--- config.mk ---
export PLATFORM = sky130hd
export DESIGN_NAME = mul_acc_stage_flat
export DESIGN_NICKNAME = d
export VERILOG_FILES = /design/src/rtl/mul_acc_stage_if.sv /design/src/rtl/mul_acc_stage.sv /design/src/flat_wrapper.sv
export SDC_FILE = /design/constraint.sdc
export NUM_CORES = 1
export LEC_CHECK = 0
export CORE_ASPECT_RATIO = 1.4
export CORE_MARGIN = 2
export CORE_UTILIZATION = 40
export DETAILED_ROUTE_END_ITERATION = 12
export PLACE_DENSITY = 0.62
export SLEW_MARGIN = 20
export SYNTH_ARGS = -nofsm -noshare
export SYNTH_HDL_FRONTEND = slang
export SYNTH_SLANG_ARGS = --single-unit
--- constraint.sdc ---
create_clock -name clk -period 3.2 [get_ports clk]
set_input_delay 0.8 -clock clk [delete_from_list [all_inputs] [get_ports clk]]
set_output_delay 0.8 -clock clk [all_outputs]
set_load 0.02 [all_outputs]
--- src/rtl/mul_acc_stage_if.sv ---
// Beat and result handshake bundle for mul_acc_stage.
// master = upstream/downstream side, slave = the accumulation stage.
interface mul_acc_stage_if #(
  parameter int ACC_W = 16
);
  logic             in_valid;
  logic             in_ready;
  logic [3:0]       product;
  logic             carry_in;
  logic [1:0]       shift;
  logic             last;
  logic             clear;
  logic [ACC_W-1:0] acc;
  logic             overflow;
  logic             acc_valid;
  logic             acc_ready;

  modport master (
    output in_valid, product, carry_in, shift, last, clear, acc_ready,
    input  in_ready, acc, overflow, acc_valid
  );

  modport slave (
    input  in_valid, product, carry_in, shift, last, clear, acc_ready,
    output in_ready, acc, overflow, acc_valid
  );
endinterface

--- src/rtl/mul_acc_stage.sv ---
// Nibble-weighted accumulator for the 4-bit multiplier's PRODUCT/carry_out beats.
// Define MUL_ACC_SAT_EN to saturate acc on overflow instead of wrapping.
//
// state | meaning
// ------+--------------------------------------------
// IDLE  | acc == 0, no beats taken for this sum yet
// ACCUM | partial sum held, more beats expected
// HOLD  | sum complete, waiting for acc_ready
module mul_acc_stage #(
  parameter int ACC_W = 16
) (
  input logic           clk,
  input logic           rst,
  mul_acc_stage_if.slave bus
);
  localparam int SUM_W = ACC_W + 17;

  typedef enum logic [1:0] {IDLE, ACCUM, HOLD} state_t;

  state_t           state;
  logic [ACC_W-1:0] acc_q;
  logic             ovf_q;
  logic             in_ready_q;
  logic             acc_valid_q;

  logic             accept;
  logic [16:0]      term;
  logic [ACC_W-1:0] base;
  logic [SUM_W-1:0] sum;
  logic             lost;
  logic             next_ovf;
  logic [ACC_W-1:0] next_acc;

  // clear zeroes the base before the add, so a cleared beat contributes alone
  always_comb begin
    accept   = bus.in_valid && in_ready_q;
    term     = 17'({bus.carry_in, bus.product}) << {bus.shift, 2'b00};
    base     = bus.clear ? '0 : acc_q;
    sum      = SUM_W'(base) + SUM_W'(term);
    lost     = |sum[SUM_W-1:ACC_W];
    next_ovf = (bus.clear ? 1'b0 : ovf_q) | lost;
`ifdef MUL_ACC_SAT_EN
    next_acc = next_ovf ? '1 : sum[ACC_W-1:0];
`else
    next_acc = sum[ACC_W-1:0];
`endif
  end

  always_ff @(posedge clk) begin
    if (rst) begin
      state       <= IDLE;
      acc_q       <= '0;
      ovf_q       <= 1'b0;
      in_ready_q  <= 1'b1;
      acc_valid_q <= 1'b0;
    end else begin
      case (state)
        IDLE, ACCUM: begin
          if (accept) begin
            acc_q <= next_acc;
            ovf_q <= next_ovf;
            if (bus.last) begin
              state       <= HOLD;
              in_ready_q  <= 1'b0;
              acc_valid_q <= 1'b1;
            end else begin
              state <= ACCUM;
            end
          end else if (bus.clear) begin
            state <= IDLE;
            acc_q <= '0;
            ovf_q <= 1'b0;
          end
        end
        HOLD: begin
          if (bus.acc_ready) begin
            state       <= IDLE;
            acc_q       <= '0;
            ovf_q       <= 1'b0;
            in_ready_q  <= 1'b1;
            acc_valid_q <= 1'b0;
          end
        end
        default: begin
          state       <= IDLE;
          acc_q       <= '0;
          ovf_q       <= 1'b0;
          in_ready_q  <= 1'b1;
          acc_valid_q <= 1'b0;
        end
      endcase
    end
  end

  assign bus.in_ready  = in_ready_q;
  assign bus.acc_valid = acc_valid_q;
  assign bus.acc       = acc_q;
  assign bus.overflow  = ovf_q;
endmodule

--- src/flat_wrapper.sv ---
// flat-port wrapper written by rule: the top's interface ports become plain ports
module mul_acc_stage_flat 
#(
  parameter int ACC_W = 16
)
  (clk, rst, bus_in_valid, bus_product, bus_carry_in, bus_shift, bus_last, bus_clear, bus_acc_ready, bus_in_ready, bus_acc, bus_overflow, bus_acc_valid);
  mul_acc_stage_if #(.ACC_W(ACC_W)) bus_i ();
  input logic clk;
  input logic rst;
  input wire logic [$bits(bus_i.in_valid)-1:0] bus_in_valid;
  input wire logic [$bits(bus_i.product)-1:0] bus_product;
  input wire logic [$bits(bus_i.carry_in)-1:0] bus_carry_in;
  input wire logic [$bits(bus_i.shift)-1:0] bus_shift;
  input wire logic [$bits(bus_i.last)-1:0] bus_last;
  input wire logic [$bits(bus_i.clear)-1:0] bus_clear;
  input wire logic [$bits(bus_i.acc_ready)-1:0] bus_acc_ready;
  output wire logic [$bits(bus_i.in_ready)-1:0] bus_in_ready;
  output wire logic [$bits(bus_i.acc)-1:0] bus_acc;
  output wire logic [$bits(bus_i.overflow)-1:0] bus_overflow;
  output wire logic [$bits(bus_i.acc_valid)-1:0] bus_acc_valid;
  assign bus_i.in_valid = bus_in_valid;
  assign bus_i.product = bus_product;
  assign bus_i.carry_in = bus_carry_in;
  assign bus_i.shift = bus_shift;
  assign bus_i.last = bus_last;
  assign bus_i.clear = bus_clear;
  assign bus_i.acc_ready = bus_acc_ready;
  assign bus_in_ready = bus_i.in_ready;
  assign bus_acc = bus_i.acc;
  assign bus_overflow = bus_i.overflow;
  assign bus_acc_valid = bus_i.acc_valid;
  mul_acc_stage #(.ACC_W(ACC_W)) u_core (.clk(clk), .rst(rst), .bus(bus_i));
endmodule
==> metrics.md <==
| Metric | Value |
|---|---|
| Die X | `60.3 um` |
| 1st-pass router iterations | `4` |
| Max frequency | `roughly 0.35 GHz` |
| Register area | `420 um^2` |
| Slew margin rel. | `54.1%` |
| Dpl hpwl | `3810 um` |
| WS Path Type | `primary input to register` |
| Max IR drop VDD | `0.120 mV` |
| Max_cap viols | `0` |
| Clock Power Share | `29.4%` |
| CP peak stage delay | `0.54 ns` |
| P per Cell Area | `263 nW/um^2` |
| Most frequent cells in the layout | `buf_4 (29), clkdlybuf4s50_1 (27), dfxtp_1 (21)` |
| Crit start category | `primary input` |
| First-pass GRT wire length | `7910 um` |
| Synth cell types | `45` |
| Final setup fails | `0` |
| Critical R2R Capture | `u_core.bus.acc[14]$_SDFFE_PP0P_` |
| Worst R2R Path Depth | `10` |
| Buffer levels on the longest clock path | `2` |
| Mapped cell area | `1780 um^2` |
| Worst-margin pin slew | `between 0.6 and 0.7 ns` |
| Reg-to-reg setup timing slack | `0.83 ns` |
| Hold_buf cts | `0` |
| Die area | `around 5000 um^2` |
| Logic pwr share | `26.5%` |
| CTS tree | `done` |
| Wire length per cell | `14.0 um` |
| Largest net degree at the start of global routing | `14` |
| FFs w/ async S/R, synth | `0%` |
| Final Cycle Share | `90.1%` |
| Final ANT Viol Nets | `0` |
| Switch share | `30.3%` |
| CTS sink cnt | `21` |
| Library cell used as clock root buffer | `clkbuf_8` |
| Vias | `1814` |
| Final net count | `314` |
| Post-synthesis cell count | `roughly 230` |
| Power Total | `632 uW` |
| Reg2Reg Launch Point | `u_core.bus.acc[0]$_SDFFE_PP0P_` |
| CP endpoint kind | `register` |
| Ant. Diodes | `0` |
| Average cell area after synthesis | `7.86 um^2` |
| Post-CTS Resized | `0` |
| Status | `finished, final reports clean` |
| Hold Crit Class | `register to register` |
| Gr ovfl total | `0` |
| Layout cells sized above 1 | `13.1%` |
| Area of the core | `4240 um^2` |
| Starting density of the core | `41.9%` |
| Clock latency on the worst-skew pair | `approximately 0.27 ns` |
| Fill cell count | `432` |
| Worst path cell trace | `clkdlybuf4s50_1 -> nand2_1 -> fa_1 -> nand2b_1 -> a21oi_2 -> o2111ai_1 -> a31oi_1 -> nor3_1 -> o41ai_2` |
| Dpl ws | `-0.253 ns` |
| Final setup margin | `roughly 0.32 ns` |
| Post-Route WL | `4800 um` |
| Setup crit end | `u_core.bus.acc[14]$_SDFFE_PP0P_` |
| I/O Pins | `32` |
| Sw power | `192 uW` |
| Clock transition at the registers of the reported paths | `0.08 ns` |
| Post-synth EDFFs | `0` |
| CP Depth | `9` |
| Commonest non-fill, non-tap cell in the layout | `buf_4` |
| Fin. Hold Viols | `0` |
| Top_reg_cell synth | `dfxtp_1` |
| Crit path buf inv count | `1` |
| Via density | `5.29` |
| RSZ-0062 raised after global routing | `false` |
| DR iter-0 viols | `76` |
| Site Rows | `28` |
| Die Span Y | `a little over 80 um` |
| Synthesized flop and latch total | `21` |
| Highest-delay cell along the critical path | `clkdlybuf4s50_1` |
| DRC viols | `0` |
| Internal power component | `441 uW` |
| Crit-path leading delay family | `compound AO/OA/AOI/OAI gates` |
| Num CTS Buffers | `3` |
| Post-CTS setup buffers | `0` |
| Max FO, Critical Path | `4` |
| Initial antenna violation count | `0` |
| Syn-to-layout area delta | `35.4%` |
| P_leak | `0.00110 uW` |
| Final Skew | `0.00284 ns` |
| Vias in the first global route | `roughly 1800` |
| Critical Path Start | `bus_product[1]` |
| Area of the multi-input gates | `1300 um^2` |
| Final Max Slew Viols | `0` |
| Total Routing Usage GR | `20.3%` |
| Tmin final | `2.88 ns` |
| Reg power frac | `between 40 and 50%` |
| H-tree depth reported by CTS | `1` |
| Port Buf Inserts | `31` |
| Syn nets | `256` |
| Register area share after synthesis | `23.7%` |
| WP data arrival | `roughly 3.1 ns` |
| Yosys warns | `0` |
| Worst Path Required | `approximately 3.4 ns` |
| Routability Congestion | `0.884` |
==> sequential cells by signal (all words and copies together), names as in the netlist <==
name / count
u_core.bus.acc: 16
u_core.bus.acc_valid: 1
u_core.bus.in_ready: 1
u_core.bus.overflow: 1
u_core.state: 2
==> metrics by stage <==
step	cells	area, um^2	hold WS (ns)	TNS [ns]	utilization, %
4_1_cts	343	2390	0.515	0	56.5
5_1_grt	343	2400	0.534	0	56.7
2_1_floorplan	226	1780	0.530	0	-
6_report	343	2400	0.507	0	56.7
3_3_place_gp	339	2350	0.480	-1.11	55.4
3_5_place_dp	339	2350	0.484	-1.11	55.4
==> power groups by stage <==
stage	sequential, uW	combinational [uW]	clock [uW]
4_1_cts	279	169	195
5_1_grt	280	183	203
2_1_floorplan	293	81.0	0
3_5_place_dp	285	168	0
6_report	279	168	186
3_3_place_gp	285	168	0
==> logic make-up (layout without fill, tap and decap cells) <==
logic type | Yosys count | count (layout) | share of synthesized area (%)
DFF | 21 | 21 | 23.7
buffers and inverters | 15 | 72 | 3.31
muxes | 1 | 1 | 0.564
and+or+nand+nor | 95 | 95 | 28.0
xor gates and xnor gates | 11 | 11 | 5.43
adders and majority gates | 17 | 17 | 12.4
AOI/OAI and AO/OA | 66 | 66 | 26.6
==> routing by layer <==
layer,share of wire (%),vias up,GRT usage (%)
met5,0,-,0
met4,2.6,0,7.47
met3,2.9,12,2.49
met2,49,37,33.6
met1,45,836,26.0
li1,-,929,-
==> synthesized netlist by cell type (3+ instances only) <==
| library cell | number | area share (%) |
|---|---|---|
| a22oi_1 | 8 | 3.4 |
| a22o_1 | 6 | 3.0 |
| nand3_1 | 5 | 1.4 |
| o21ai_0 | 10 | 2.8 |
| inv_1 | 8 | 1.7 |
| ha_1 | 16 | 11 |
| o21ai_1 | 3 | 0.85 |
| dfxtp_1 | 21 | 24 |
| nor3_1 | 3 | 0.85 |
| and2_1 | 10 | 3.5 |
| o21bai_1 | 5 | 2.1 |
| nand2b_1 | 7 | 2.5 |
| xnor2_1 | 6 | 3.0 |
| and3_1 | 5 | 1.8 |
| a21oi_1 | 11 | 3.1 |
| xor2_1 | 5 | 2.5 |
| o211ai_1 | 4 | 1.7 |
| a32oi_1 | 3 | 1.5 |
| nand2_1 | 20 | 4.2 |
| nor2_1 | 18 | 3.8 |
| clkbuf_1 | 5 | 1.1 |
| nor2b_1 | 19 | 6.7 |
==> how the worst min path moves through the flow <==
stage	from	endpoint	slack, ns	depth (start not counted)
after floorplan	u_core.state[0]$_SDFFE_PP0P_	u_core.state[0]$_SDFFE_PP0P_	0.53	2
after global placement	u_core.bus.acc[10]$_SDFFE_PP0P_	u_core.bus.acc[10]$_SDFFE_PP0P_	0.48	1
after detailed placement	u_core.bus.acc[10]$_SDFFE_PP0P_	u_core.bus.acc[10]$_SDFFE_PP0P_	0.48	1
after CTS	u_core.bus.acc[10]$_SDFFE_PP0P_	u_core.bus.acc[10]$_SDFFE_PP0P_	0.51	1
after global routing	u_core.bus.acc[12]$_SDFFE_PP0P_	u_core.bus.acc[12]$_SDFFE_PP0P_	0.53	1
final	u_core.bus.acc[12]$_SDFFE_PP0P_	u_core.bus.acc[12]$_SDFFE_PP0P_	0.51	1
==> layout make-up <==
cell class                      count  share of cell area, %
Tap cell                           60                   3.12
Sequential cell                    21                   17.5
Clock buffer                        4                   1.87
Multi-Input combinational cell    190                   53.9
Timing Repair Buffer               60                   22.4
Inverter                            8                   1.25
No activity file was read; power rests on OpenSTA's default activity.
